File: src/rtl/hsv_core_alu_fifo.sv
// Two-stage RV32/RV64 integer ALU with a credit-controlled output FIFO.
// Optional MIN/MAX/MINU/MAXU ops (codes 10-13) are enabled by defining HSV_ALU_MINMAX_EN.
module hsv_core_alu_fifo #(
    parameter int XLEN       = 32,
    parameter int TAG_W      = 5,
    parameter int FIFO_DEPTH = 4
) (
    input  logic             clk_core,
    input  logic             rst_core_n,
    input  logic             flush_req,
    output logic             flush_ack,
    input  logic             in_valid,
    output logic             in_ready,
    input  logic [3:0]       in_op,
    input  logic [XLEN-1:0]  in_a,
    input  logic [XLEN-1:0]  in_b,
    input  logic [TAG_W-1:0] in_tag,
    output logic             out_valid,
    input  logic             out_ready,
    output logic [XLEN-1:0]  out_result,
    output logic [TAG_W-1:0] out_tag,
    output logic             out_illegal
);
    localparam int SHW = $clog2(XLEN);
    localparam int PW  = $clog2(FIFO_DEPTH);
    localparam int CW  = PW + 1;
    localparam int EW  = XLEN + TAG_W + 1;
    localparam logic [CW:0] DEPTH_W = (CW + 1)'(FIFO_DEPTH);

    localparam logic [3:0] OP_ADD  = 4'd0;
    localparam logic [3:0] OP_SUB  = 4'd1;
    localparam logic [3:0] OP_SLL  = 4'd2;
    localparam logic [3:0] OP_SLT  = 4'd3;
    localparam logic [3:0] OP_SLTU = 4'd4;
    localparam logic [3:0] OP_XOR  = 4'd5;
    localparam logic [3:0] OP_SRL  = 4'd6;
    localparam logic [3:0] OP_SRA  = 4'd7;
    localparam logic [3:0] OP_OR   = 4'd8;
    localparam logic [3:0] OP_AND  = 4'd9;
`ifdef HSV_ALU_MINMAX_EN
    localparam logic [3:0] OP_MIN  = 4'd10;
    localparam logic [3:0] OP_MAX  = 4'd11;
    localparam logic [3:0] OP_MINU = 4'd12;
    localparam logic [3:0] OP_MAXU = 4'd13;
`endif

    logic             s1_valid_q, s1_valid_d;
    logic [3:0]       s1_op_q, s1_op_d;
    logic [XLEN-1:0]  s1_a_q, s1_a_d, s1_b_q, s1_b_d;
    logic [TAG_W-1:0] s1_tag_q, s1_tag_d;
    logic [CW-1:0]    count_q, count_d;
    logic [PW-1:0]    wr_ptr_q, wr_ptr_d, rd_ptr_q, rd_ptr_d;
    logic             flush_ack_q, flush_ack_d;
    logic [EW-1:0]    fifo_mem_q [FIFO_DEPTH];

    logic [CW:0]      credit;
    logic             accept, wr_en, pop;
    logic [SHW-1:0]   shamt;
    logic             lt_s, lt_u, alu_ill;
    logic [XLEN-1:0]  alu_res;
    logic [EW-1:0]    rd_entry;

    // Credits count the stage 1 slot too, so in_ready never waits on out_ready.
    assign credit    = {1'b0, count_q} + {{CW{1'b0}}, s1_valid_q};
    assign in_ready  = ~flush_req & (credit < DEPTH_W);
    assign accept    = in_valid & in_ready;
    assign out_valid = (count_q != '0) & ~flush_req;
    assign pop       = out_valid & out_ready;
    assign wr_en     = s1_valid_q & ~flush_req;
    assign flush_ack = flush_ack_q;

    assign shamt = s1_b_q[SHW-1:0];
    assign lt_s  = $signed(s1_a_q) < $signed(s1_b_q);
    assign lt_u  = s1_a_q < s1_b_q;

    always_comb begin
        alu_res = '0;
        alu_ill = 1'b0;
        case (s1_op_q)
            OP_ADD:  alu_res = s1_a_q + s1_b_q;
            OP_SUB:  alu_res = s1_a_q - s1_b_q;
            OP_SLL:  alu_res = s1_a_q << shamt;
            OP_SLT:  alu_res = {{(XLEN-1){1'b0}}, lt_s};
            OP_SLTU: alu_res = {{(XLEN-1){1'b0}}, lt_u};
            OP_XOR:  alu_res = s1_a_q ^ s1_b_q;
            OP_SRL:  alu_res = s1_a_q >> shamt;
            OP_SRA:  alu_res = $unsigned($signed(s1_a_q) >>> shamt);
            OP_OR:   alu_res = s1_a_q | s1_b_q;
            OP_AND:  alu_res = s1_a_q & s1_b_q;
`ifdef HSV_ALU_MINMAX_EN
            OP_MIN:  alu_res = lt_s ? s1_a_q : s1_b_q;
            OP_MAX:  alu_res = lt_s ? s1_b_q : s1_a_q;
            OP_MINU: alu_res = lt_u ? s1_a_q : s1_b_q;
            OP_MAXU: alu_res = lt_u ? s1_b_q : s1_a_q;
`endif
            default: alu_ill = 1'b1;
        endcase
    end

    always_comb begin
        s1_valid_d  = accept;
        s1_op_d     = accept ? in_op  : s1_op_q;
        s1_a_d      = accept ? in_a   : s1_a_q;
        s1_b_d      = accept ? in_b   : s1_b_q;
        s1_tag_d    = accept ? in_tag : s1_tag_q;
        flush_ack_d = flush_req;
        wr_ptr_d    = wr_en ? wr_ptr_q + PW'(1) : wr_ptr_q;
        rd_ptr_d    = pop   ? rd_ptr_q + PW'(1) : rd_ptr_q;
        count_d     = count_q;
        case ({wr_en, pop})
            2'b10:   count_d = count_q + CW'(1);
            2'b01:   count_d = count_q - CW'(1);
            default: count_d = count_q;
        endcase
        if (flush_req) begin
            count_d  = '0;
            wr_ptr_d = '0;
            rd_ptr_d = '0;
        end
    end

    always_ff @(posedge clk_core or negedge rst_core_n) begin
        if (!rst_core_n) begin
            s1_valid_q  <= 1'b0;
            s1_op_q     <= '0;
            s1_a_q      <= '0;
            s1_b_q      <= '0;
            s1_tag_q    <= '0;
            count_q     <= '0;
            wr_ptr_q    <= '0;
            rd_ptr_q    <= '0;
            flush_ack_q <= 1'b0;
        end else begin
            s1_valid_q  <= s1_valid_d;
            s1_op_q     <= s1_op_d;
            s1_a_q      <= s1_a_d;
            s1_b_q      <= s1_b_d;
            s1_tag_q    <= s1_tag_d;
            count_q     <= count_d;
            wr_ptr_q    <= wr_ptr_d;
            rd_ptr_q    <= rd_ptr_d;
            flush_ack_q <= flush_ack_d;
        end
    end

    // Storage is deliberately unreset; occupancy alone decides what is visible.
    always_ff @(posedge clk_core) begin
        if (wr_en) fifo_mem_q[wr_ptr_q] <= {alu_ill, s1_tag_q, alu_res};
    end

    assign rd_entry = fifo_mem_q[rd_ptr_q];
    assign {out_illegal, out_tag, out_result} = out_valid ? rd_entry : '0;

endmodule

File: config.mk
export PLATFORM = sky130hd
export DESIGN_NAME = hsv_core_alu_fifo
export DESIGN_NICKNAME = d
export VERILOG_FILES = /design/src/rtl/hsv_core_alu_fifo.sv
export SDC_FILE = /design/constraint.sdc
export NUM_CORES = 1
export LEC_CHECK = 0
export BUFFER_PORTS_ARGS = -buffer_cell sky130_fd_sc_hd__buf_2
export CORE_UTILIZATION = 45
export DETAILED_ROUTE_END_ITERATION = 10
export PLACE_DENSITY = 0.7
export SLEW_MARGIN = 20
export SYNTH_ARGS = -nofsm -noshare
export SYNTH_HDL_FRONTEND = slang
export SYNTH_SLANG_ARGS = --single-unit
File: constraint.sdc
create_clock -name clk_core -period 4.6 [get_ports clk_core]
set_clock_uncertainty 0.05 [all_clocks]
set_input_delay 0.92 -clock clk_core [delete_from_list [all_inputs] [get_ports clk_core]]
set_output_delay 0.92 -clock clk_core [all_outputs]
set_load 0.05 [all_outputs]
## Yosys cells after proc, flatten, opt, wreduce, memory -nomap -nowiden

Memory sizes are Yosys's and may differ from the RTL's.
Index checks and enable logic that the tools add are counted.

| storage, ports and cells | value |
|---|---|
| register bits after elaboration | 82 |
| memory bits (writable) | 152 |
| input port bits | 78 |
| output and inout port bits | 41 |
| logic and storage cells | 60 |
| memories | 1 |

Memories:

| memory | depth | width | rd ports | clocked after Yosys merged registers in | wr ports | RTL line | RTL |
|---|---|---|---|---|---|---|---|
| fifo_mem_q | 4 | 38 | 1 | 0 | 1 | 54 | `logic [EW-1:0] fifo_mem_q [FIFO_DEPTH];` |

| operators by class | value |
|---|---|
| add/sub/neg operators | 7 |
| $lt $le $gt $ge | 3 |
| equal/unequal tests | 11 |
| shifts and indexed selects | 3 |
| mux-type cells | 11 |
| bitwise operators | 9 |
| reductions and logical operators | 6 |

Operators with widths:

| cell | number |
|---|---|
| 32-bit case mux with 10 select lines | 1 |
| 32-bit < comparator | 2 |
| 38-bit two-way mux | 1 |
| 32-bit adder | 1 |
| 32-bit bitwise AND | 1 |
| 32-bit OR | 1 |
| 32-bit by 5-bit left shift with 32-bit output | 1 |
| 32-bit by 5-bit right shift with 32-bit output | 1 |
| 32-bit by 5-bit >>> shifter with 32-bit output | 1 |
| 32-bit subtractor | 1 |
| 32-bit XOR | 1 |
| 4-bit by 3-bit == test with 1-bit output, second input constant | 4 |
| 10-bit OR reduction | 1 |
| 4-bit by 2-bit == test with 1-bit output, second input constant | 2 |
| 4-bit == test, second input constant | 2 |
| 2-bit two-way mux | 4 |
| 3-bit case mux with 2 select lines | 1 |
| 3-bit nonzero test | 2 |
| 1-bit bitwise AND | 5 |
| 2-bit by 1-bit adder with 2-bit output, second input constant | 2 |
| 3-bit by 1-bit adder with 4-bit output | 1 |
| 4-bit by 1-bit == test with 1-bit output, second input constant | 1 |
| 4-bit zero test | 1 |
| 4-bit by 3-bit < comparator with 1-bit output, second input constant | 1 |
| 8 further kinds | 11 |

## Logic depth before layout (Yosys ltp)

Gate-level depths: netlist of run 1.

| depth | value |
|---|---|
| depth in word-level cells | 6 |
| depth in mapped cells | 15 |
| gate-level depth less buffers | 12 |

## Worst setup path after synthesis of run 1

OpenSTA, ideal clock, no wires.

| path | value |
|---|---|
| kind | in2reg |
| start point | input flush_req |
| end point | register s1_a_q[3] |
| setup time | 133 ps |
| arrival time | 3672 ps |
| data required time | 4417 ps |
| path slack | 745 ps |
| stages on the path | 7 |
| buffers on the path | 3 |
| cell sequence | clkbuf_1 -> a311oi_1 -> nand2_1 -> inv_1 -> clkbuf_1 -> clkbuf_1 -> o21ai_0 |

| on the way | value |
|---|---|
| longest elaborated chain between the ends | 3 |

RTL lines:

| what | RTL line | RTL |
|---|---|---|
| start: declaration | 10 | `input logic flush_req,` |
| 1-bit NOT | 65 | `assign in_ready = ~flush_req & (credit < DEPTH_W);` |
| 1-bit bitwise AND | 65 |  |
| via in_ready | 13 | `output logic in_ready,` |
| 1-bit bitwise AND | 66 | `assign accept = in_valid & in_ready;` |
| via accept | 57 | `logic accept, wr_en, pop;` |
| end signal: assignment | 126 | `s1_a_q <= '0;` |
| end signal: assignment | 136 | `s1_a_q <= s1_a_d;` |
| end: declaration | 49 | `logic [XLEN-1:0] s1_a_q, s1_a_d, s1_b_q, s1_b_d;` |

The timed path passes the listed nets, and every way through them passes these cells.
A chain may end at the register's enable or synchronous reset.

## Final worst setup path of run 1

| path | value |
|---|---|
| start point | register s1_a_q[16] |
| end point | memory fifo_mem_q[0][28] in the netlist's numbering (data pin) |

| on the way | value |
|---|---|
| longest elaborated chain between the ends | 2 |
| elaborated cells on any way between the ends | 6 |
| classes of those cells | add/sub: 2; shift: 3; mux: 1 |

RTL lines:

| what | RTL line | RTL |
|---|---|---|
| 32-bit subtractor, or another cell as far along | 81 | `OP_SUB: alu_res = s1_a_q - s1_b_q;` |
| 32-bit case mux with 10 select lines * | 79 | `case (s1_op_q)` |
| via alu_res[28] | 60 | `logic [XLEN-1:0] alu_res;` |
| end: declaration | 54 |  |

The timed path passes the listed nets; every way through them passes the cells marked *.

==> results of run 1 <==
[registers in the layout (all words and copies together) (netlist names)]
register and cells:
count_q 3, fifo_mem_q 152, flush_ack 1, rd_ptr_q 2, s1_a_q 32, s1_b_q 32
s1_op_q 4, s1_tag_q 5, s1_valid_q 1, wr_ptr_q 2
[logic make-up after synthesis]
family | count (synthesis) | synth area share
and+or+nand+nor | 530 | 0.141
AOI/OAI and AO/OA | 517 | 0.188
DFF | 234 | 0.380
buffers and inverters | 232 | 0.0535
muxes | 151 | 0.143
adders and majority gates | 106 | 0.0775
xor gates and xnor gates | 31 | 0.0156
[synth_stat cells, drive strengths merged, types with 8 or more instances]
cell type	number
a2111oi	9
a211o	13
a211oi	24
a21o	16
a21oi	122
a221oi	26
a31oi	14
and2	47
and3	17
buf	51
clkbuf	84
dfrtp	82
edfxtp	152
ha	103
inv	96
mux2	15
mux2i	59
mux4	77
nand2	168
nand2b	12
nand3	28
nor2	158
nor2b	17
nor3	37
nor4	14
o2111ai	8
o211ai	24
o21ai	176
o21bai	10
o31ai	14
or3	8
xnor2	21
xor2	10
[critical path: cells and delay by family (launching register included)]
| kind | cells | cell delay, ns |
|---|---|---|
| fa+ha+maj | 1 | 0.55 |
| compound gates | 6 | 1.66 |
| xor+xnor | 1 | 0.15 |
| buf+inv | 1 | 0.13 |
| flops | 1 | 0.60 |
| simple gates | 2 | 0.94 |
[through the flow]
stage | instance area, sq um | setup slack [ns] | hold WS, ns | instances | util
floorplan | 17400 | 0.745 | 0.426 | 1801 | -
global placement | 18400 | 0.431 | 0.442 | 2334 | 0.486
detailed placement | 18400 | 0.478 | 0.463 | 2334 | 0.486
CTS | 19200 | 0.414 | 0.388 | 2380 | 0.508
global route | 19200 | 0.0708 | 0.427 | 2380 | 0.508
finish | 19200 | 0.254 | 0.369 | 2382 | 0.508
[path summary, 6_finish.rpt]
| kind | endpoint | startpoint | slack [ns] |
|---|---|---|---|
| setup / recovery | fifo_mem_q[0][28] | s1_a_q[16] | 0.25 |
| hold / removal | rd_ptr_q[1] | rst_core_n | 0.37 |
| setup reg to reg | fifo_mem_q[0][28] | s1_a_q[16] | 0.25 |
| hold reg to reg | fifo_mem_q[2][33] | s1_tag_q[1] | 0.48 |
| max in group asynchronous | s1_b_q[16] | rst_core_n | 3.16 |
| min in group clk_core | fifo_mem_q[2][33] | s1_tag_q[1] | 0.48 |
[per-layer routing]
metal  global-route usage  up-vias  routed length [microns]
met4                0.150        2                     3060
met5                    0        -                       13
li1                     -     6741                        -
met3               0.0441      149                     4900
met2                0.461      831                    26600
met1                0.407     7345                    24300
[layout make-up]
class | instances | area [sq um]
fill | 3524 | 18600
multi-input combinational | 1335 | 9870
sequential | 234 | 6630
timing repair buffer | 157 | 898
tap | 511 | 639
clock buffer | 27 | 633
inverter | 97 | 367
clock inverter | 19 | 196
antenna | 2 | 5.00
[placed cells by master, fill, tap and decap left out, drive strengths merged, types with 77 or more instances in the layout]
master / netlist / layout
nor2: 158 / 158
a21oi: 122 / 122
nand2: 168 / 168
ha: 103 / 103
buf: 51 / 157
edfxtp: 152 / 152
dfrtp: 82 / 82
mux4: 77 / 77
o21ai: 176 / 176
inv: 96 / 97
[power by group through the flow]
stage	combinational (W)	sequential (W)	clock, W
global route	0.00500	0.00289	0.00213
floorplan	0.00326	0.00277	0
detailed placement	0.00454	0.00290	0
finish	0.00468	0.00286	0.00201
CTS	0.00457	0.00286	0.00204
global placement	0.00452	0.00288	0
==> key figures, run 1 <==
Synthesis
  – Average cell area after synthesis: 9.66 sq um
  – Area of the mapped netlist: 0.0174 sq mm
  – Main synth FF type: edfxtp_1
  – Synth Register Bits: 234
  – Count of yosys warnings during synthesis: 0
  – Fraction of the yosys area taken by sequential cells: 0.380
  – Number of distinct library cells after synthesis: 79
  – Count of flip-flops with a built-in enable after synthesis: 152
  – Share of the synthesized area in the top cell type: 0.262
  – Cell type contributing the most total cell area after synthesis: edfxtp_1
  – Leading cell types by total area after synthesis: edfxtp_1 (26%), dfrtp_1 (12%), mux4_2 (10%), ha_1 (7.4%), o21ai_0 (4.7%)
  – Post-synthesis async set-or-reset flop share: 0.350
  – Gate Count Post-Synth: approximately 1,800
  – Syn_nets: 1,985

Floorplan
  – Floorplan die width: about 200 microns
  – Top Ports: 119
  – Cell Rows: 71
  – Starting Density: 0.460
  – Total die area: slightly below 0.04 sq mm
  – Die span in y: around 200 microns
  – Core area: 0.0378 sq mm

Power
  – Static leakage: 7.66 nW
  – Sw power: 0.00420 W
  – Clock power share: 0.211
  – Switching Fraction: 0.439
  – Internal cell power: about 0.0054 W
  – PwrDens: 497 mW/mm^2
  – Combinational share of power: 0.490
  – Total power of the final layout: 0.00956 W
  – Sequential group share of total power: 0.299
  – IR Drop Worst-Case VDD: 0.000325 V

Worst setup path
  – Cell with the largest stage delay on the worst path: nor4_1
  – Crit path capture type: flip-flop
  – Cell Chain, Critical Path: inv_1 -> ha_1 -> nor4_1 -> nand2_1 -> a211oi_1 -> a21oi_1 -> a21oi_1 -> a21bo_2 -> a21oi_1 -> xnor2_1 -> o21ai_1
  – Data arrival at the endpoint of the critical path: 4.61 ns
  – Required @ worst endpoint: around 5 ns
  – Most Frequent Cell on Critical Path: a21oi_1
  – FF-to-FF path depth: 11
  – Startpoint kind of the worst setup timing path: flip-flop
  – Delay of the slowest cell on the worst path: 0.77 ns
  – Top fanout value on the critical path: 15
  – Critical path class: flip-flop to flip-flop

Clock tree
  – Post-cts repair resize count: 0
  – Post-CTS clock slew at the launch and capture registers of the worst setup and hold paths: 0.06 ns
  – Maximum buffer depth of the clock tree: 3
  – CTS Sinks: 234
  – Cell at the root of the clock tree: clkbuf_16
  – Clock tree from TritonCTS: built
  – Number of buffers added for setup after CTS: 0
  – # hold bufs at CTS: 0
  – H-tree depth: 1
  – CTS Buf Count: 25
  – Worst-skew pair later-pin latency: 0.57 ns

Drt
  – Count of routing violations after the opening detailed-route iteration: 1,484
  – Antenna-violating nets left: 0
  – Detailed-route via count: approximately 15,000
  – Remaining design rule violation count: 0
  – Average via count per standard cell: between 6 and 7
  – Total Routed Length: 58,900 microns
  – Per-cell routed wire length: 24.7 microns
  – Number of search-and-repair iterations in the first detailed-routing pass: 5

GRT
  – Overall routing resource usage: 0.298
  – Pin count of the biggest net entering global routing: 91
  – Global-route wire length before repair: about 90,000 microns
  – Total overflow reported by the global router: 0
  – Via count of the first global-routing pass: ~14,000
  – Initial antenna violation count: 3

STA
  – Total setup violations reported at the end of the flow: 0
  – Final sum of negative setup slack: 0 ns
  – RSZ-0062 raised after global routing: false
  – Final worst path period need: between 4 and 5 ns
  – Portion of the clock cycle consumed by the worst path in the final layout: 0.945
  – Highest Clock Rate: 0.230 GHz
  – Total count of hold-check failures in the final report: 0
  – Worst slew slack as a fraction of its limit: 0.256
  – Max-slew violation total from the final report: 0
  – Transition at the pin with the smallest max-transition slack: roughly 1.1 ns

Placement
  – IO Port Bufs: 118
  – Weighted congestion reported at the end of routability-driven placement: between 1 and 1.5
  – DPL Wire Length: 43,300 microns

Hold path
  – Path category of the worst min-delay check: primary input to asynchronous set/reset pin

Cells and area
  – Fraction of final layout cells with drive strength greater than 1: 0.174
  – Final #Nets: 2,034
  – Area delta synth->final: 10.5%

Status
  – Run status: completed

Job
  – Count of maximum capacitance violations: 0
(Power assumes the default switching activity.)
==> run 2, diff against run 1 <==
--- a/config.mk
+++ b/config.mk
@@ -5,11 +5,12 @@
 export SDC_FILE = /design/constraint.sdc
 export NUM_CORES = 1
 export LEC_CHECK = 0
+export ABC_AREA = 1
 export BUFFER_PORTS_ARGS = -buffer_cell sky130_fd_sc_hd__buf_2
+export CORE_MARGIN = 4
 export CORE_UTILIZATION = 45
 export DETAILED_ROUTE_END_ITERATION = 10
 export PLACE_DENSITY = 0.7
-export SLEW_MARGIN = 20
 export SYNTH_ARGS = -nofsm -noshare
 export SYNTH_HDL_FRONTEND = slang
 export SYNTH_SLANG_ARGS = --single-unit
==> key figures, run 2 <==
Status
  – Run status: completed

Hold path
  – Path category of the worst min-delay check: primary input to asynchronous set/reset pin

Synthesis
  – Fraction of the yosys area taken by sequential cells: 0.348
  – Count of flip-flops with a built-in enable after synthesis: 152
  – Leading cell types by count after synthesis: nand2_1 (816), nand3_1 (413), nor2_1 (318), inv_1 (311), o21ai_0 (193)
  – Main synth FF type: edfxtp_1
  – Number of distinct library cells after synthesis: 44
  – Most instantiated library cell after synthesis: nand2_1
  – Syn_nets: roughly 3,000
  – Area of the mapped netlist: 0.0190 sq mm
  – Cell type contributing the most total cell area after synthesis: edfxtp_1
  – Post-synthesis async set-or-reset flop share: 0.350
  – Leading cell types by total area after synthesis: edfxtp_1 (24%), nand2_1 (16%), nand3_1 (11%), dfrtp_1 (11%), ha_1 (6.8%)
  – Count of yosys warnings during synthesis: 0
  – Share of the synthesized area in the top cell type: 0.240
  – Average cell area after synthesis: roughly 6.7 sq um
  – Synth Register Bits: 234
  – Gate Count Post-Synth: about 2,900

Drt
  – Number of search-and-repair iterations in the first detailed-routing pass: 6
  – Antenna-violating nets left: 0
  – Per-cell routed wire length: 23.3 microns
  – Total Routed Length: slightly above 80,000 microns
  – Count of routing violations after the opening detailed-route iteration: 2,637
  – Detailed-route via count: 20,200
  – Remaining design rule violation count: 0
  – Average via count per standard cell: 5.84

Power
  – Clock power share: 0.237
  – PwrDens: approximately 450 mW/mm^2
  – Switching Fraction: 0.473
  – Sw power: 0.00438 W
  – Combinational share of power: 0.471
  – IR Drop Worst-Case VDD: 0.000340 V
  – Sequential group share of total power: 0.293
  – Internal cell power: 0.00489 W
  – Static leakage: around 10 nW
  – Total power of the final layout: 0.00926 W

STA
  – Final sum of negative setup slack: 0 ns
  – Total setup violations reported at the end of the flow: 0
  – Final worst path period need: 3.66 ns
  – Transition at the pin with the smallest max-transition slack: approximately 1.3 ns
  – Max-slew violation total from the final report: 0
  – Portion of the clock cycle consumed by the worst path in the final layout: 0.795
  – Total count of hold-check failures in the final report: 0
  – RSZ-0062 raised after global routing: false
  – Highest Clock Rate: 0.273 GHz
  – Worst slew slack as a fraction of its limit: 0.154

Clock tree
  – CTS Sinks: 234
  – # hold bufs at CTS: 0
  – H-tree depth: 1
  – CTS Buf Count: 27
  – Clock tree from TritonCTS: built
  – Number of buffers added for setup after CTS: 0
  – Worst-skew pair later-pin latency: ~0.59 ns
  – Maximum buffer depth of the clock tree: 3
  – Post-CTS clock slew at the launch and capture registers of the worst setup and hold paths: 0.06 ns
  – Cell at the root of the clock tree: clkbuf_16
  – Post-cts repair resize count: 0

Floorplan
  – Total die area: ~0.046 sq mm
  – Core area: 0.0419 sq mm
  – Starting Density: 0.454
  – Die span in y: 213 microns
  – Cell Rows: 75
  – Floorplan die width: 213 microns
  – Top Ports: 119

Worst setup path
  – Worst reg2reg endpoint: fifo_mem_q[3][17]
  – Critical path endpoint: out_result[28]
  – Data arrival at the endpoint of the critical path: 2.69 ns
  – Cell Chain, Critical Path: inv_2 -> o21ai_0 -> a21oi_1 -> buf_2
  – CP top delay family: buffers and inverters
  – Cell with the largest stage delay on the worst path: inv_2
  – FF-to-FF path depth: 13
  – Crit path capture type: output port
  – Top fanout value on the critical path: 77
  – Required @ worst endpoint: around 3.6 ns
  – Sum of buffers and inverters on the critical path: 2
  – Stages on the worst setup path: 4
  – Worst R2R Start: s1_a_q[10]
  – CP startpoint: rd_ptr_q[0]
  – Reg-to-reg setup timing slack: 1.08 ns
  – Critical path class: flip-flop to output port
  – Startpoint kind of the worst setup timing path: flip-flop
  – Delay of the slowest cell on the worst path: 0.78 ns

Cells and area
  – FILL cells: 4,335
  – Area taken by flip-flops and latches: ~0.0066 sq mm
  – ANT cells: 0
  – Area delta synth->final: 9.40%
  – Area used by multi-input combinational logic: ~0.011 sq mm
  – Register bank with the most flops: fifo_mem_q
  – Fraction of final layout cells with drive strength greater than 1: 0.0779
  – Max reg flops: 152
  – Final Instance Count excl. Fillers: 3,452
  – Most frequent cells in the layout: nand2_1 (816), nand3_1 (413), nor2_1 (313)
  – Fin util: 0.497
  – Largest registers: fifo_mem_q (152), s1_a_q (32), s1_b_q (32)
  – Commonest non-fill, non-tap cell in the layout: nand2_1
  – Final #Nets: 3,077

GRT
  – Overall routing resource usage: 0.343
  – Via count of the first global-routing pass: approximately 19,000
  – Global-route wire length before repair: 118,000 microns
  – Met3 Track Usage GR: 0.0464
  – Grt met1 use: 0.486
  – Initial antenna violation count: 0
  – Pin count of the biggest net entering global routing: 85
  – Met2 usage: 0.522
  – Busiest layer in global routing: met2
  – Total overflow reported by the global router: 0

Placement
  – Weighted congestion reported at the end of routability-driven placement: ~1
  – IO Port Bufs: 118
  – DPL Wire Length: between 60,000 and 70,000 microns
  – Placed cell count: about 3,400

Job
  – Count of maximum capacitance violations: 0
-- run 2: cell count changes in the layout (fill, tap and decap cells not counted), moves of 22 or more --
cell | previous run | this run
nor2_1 | 156 | 313
a211oi_1 | 24 | 2
nand4_1 | 7 | 34
inv_1 | 93 | 311
nand2_1 | 168 | 816
mux4_2 | 77 | 0
mux2i_1 | 59 | 0
o21ai_0 | 163 | 193
and2_1 | 42 | 15
nand3_1 | 28 | 413
-- run 2: layer usage --
layer / vias up / wire length, microns
li1: 9445 / -
met1: 9391 / 34000
met2: 1116 / 34500
met3: 206 / 7230
met4: 0 / 4870
met5: - / 0
-- run 2: stage by stage --
stage | cell area, sq um | setup WS [ns] | hold slack, ns
global placement | 19900 | 1.18 | 0.448
floorplan | 19000 | 0.481 | 0.426
global route | 20800 | 0.755 | 0.447
finish | 20800 | 0.942 | 0.384
detailed placement | 19900 | 1.07 | 0.468
CTS | 20800 | 0.916 | 0.399
-- run 2: cell type report --
type                       instances  share of cell area
timing repair buffer             144              0.0385
tap                              539              0.0324
clock buffer                      33              0.0345
sequential                       234               0.318
clock inverter                    16             0.00903
inverter                         327              0.0593
multi-input combinational       2159               0.508
-- run 2: power by group through the flow --
stage / combinational, W / clock [W] / sequential [W]
finish: 0.00436 / 0.00219 / 0.00271
global route: 0.00471 / 0.00229 / 0.00273
CTS: 0.00422 / 0.00223 / 0.00271
detailed placement: 0.00420 / 0 / 0.00275
global placement: 0.00419 / 0 / 0.00274
floorplan: 0.00279 / 0 / 0.00267
-- run 2: cells by family (layout without fill, tap and decap cells) --
group / after synthesis / after routing / share of synthesized area
AO/OA/AOI/OAI: 400 / 400 / 0.114
adder cells (fa/ha/maj): 106 / 106 / 0.0710
XOR/XNOR: 5 / 5 / 0.00230
AND/OR/NAND/NOR: 1648 / 1648 / 0.366
buffers and inverters: 460 / 520 / 0.0982
flip-flops: 234 / 234 / 0.348
-- run 2: worst min path at each step --
stage | endpoint | slack [ns] | cells past startpoint
floorplan | fifo_mem_q[0][32] | 0.43 | 0
global placement | fifo_mem_q[1][32] | 0.45 | 0
detailed placement | fifo_mem_q[2][32] | 0.47 | 0
CTS | s1_tag_q[0] | 0.40 | 1
global route | s1_tag_q[0] | 0.45 | 1
finish | wr_ptr_q[0] | 0.38 | 1
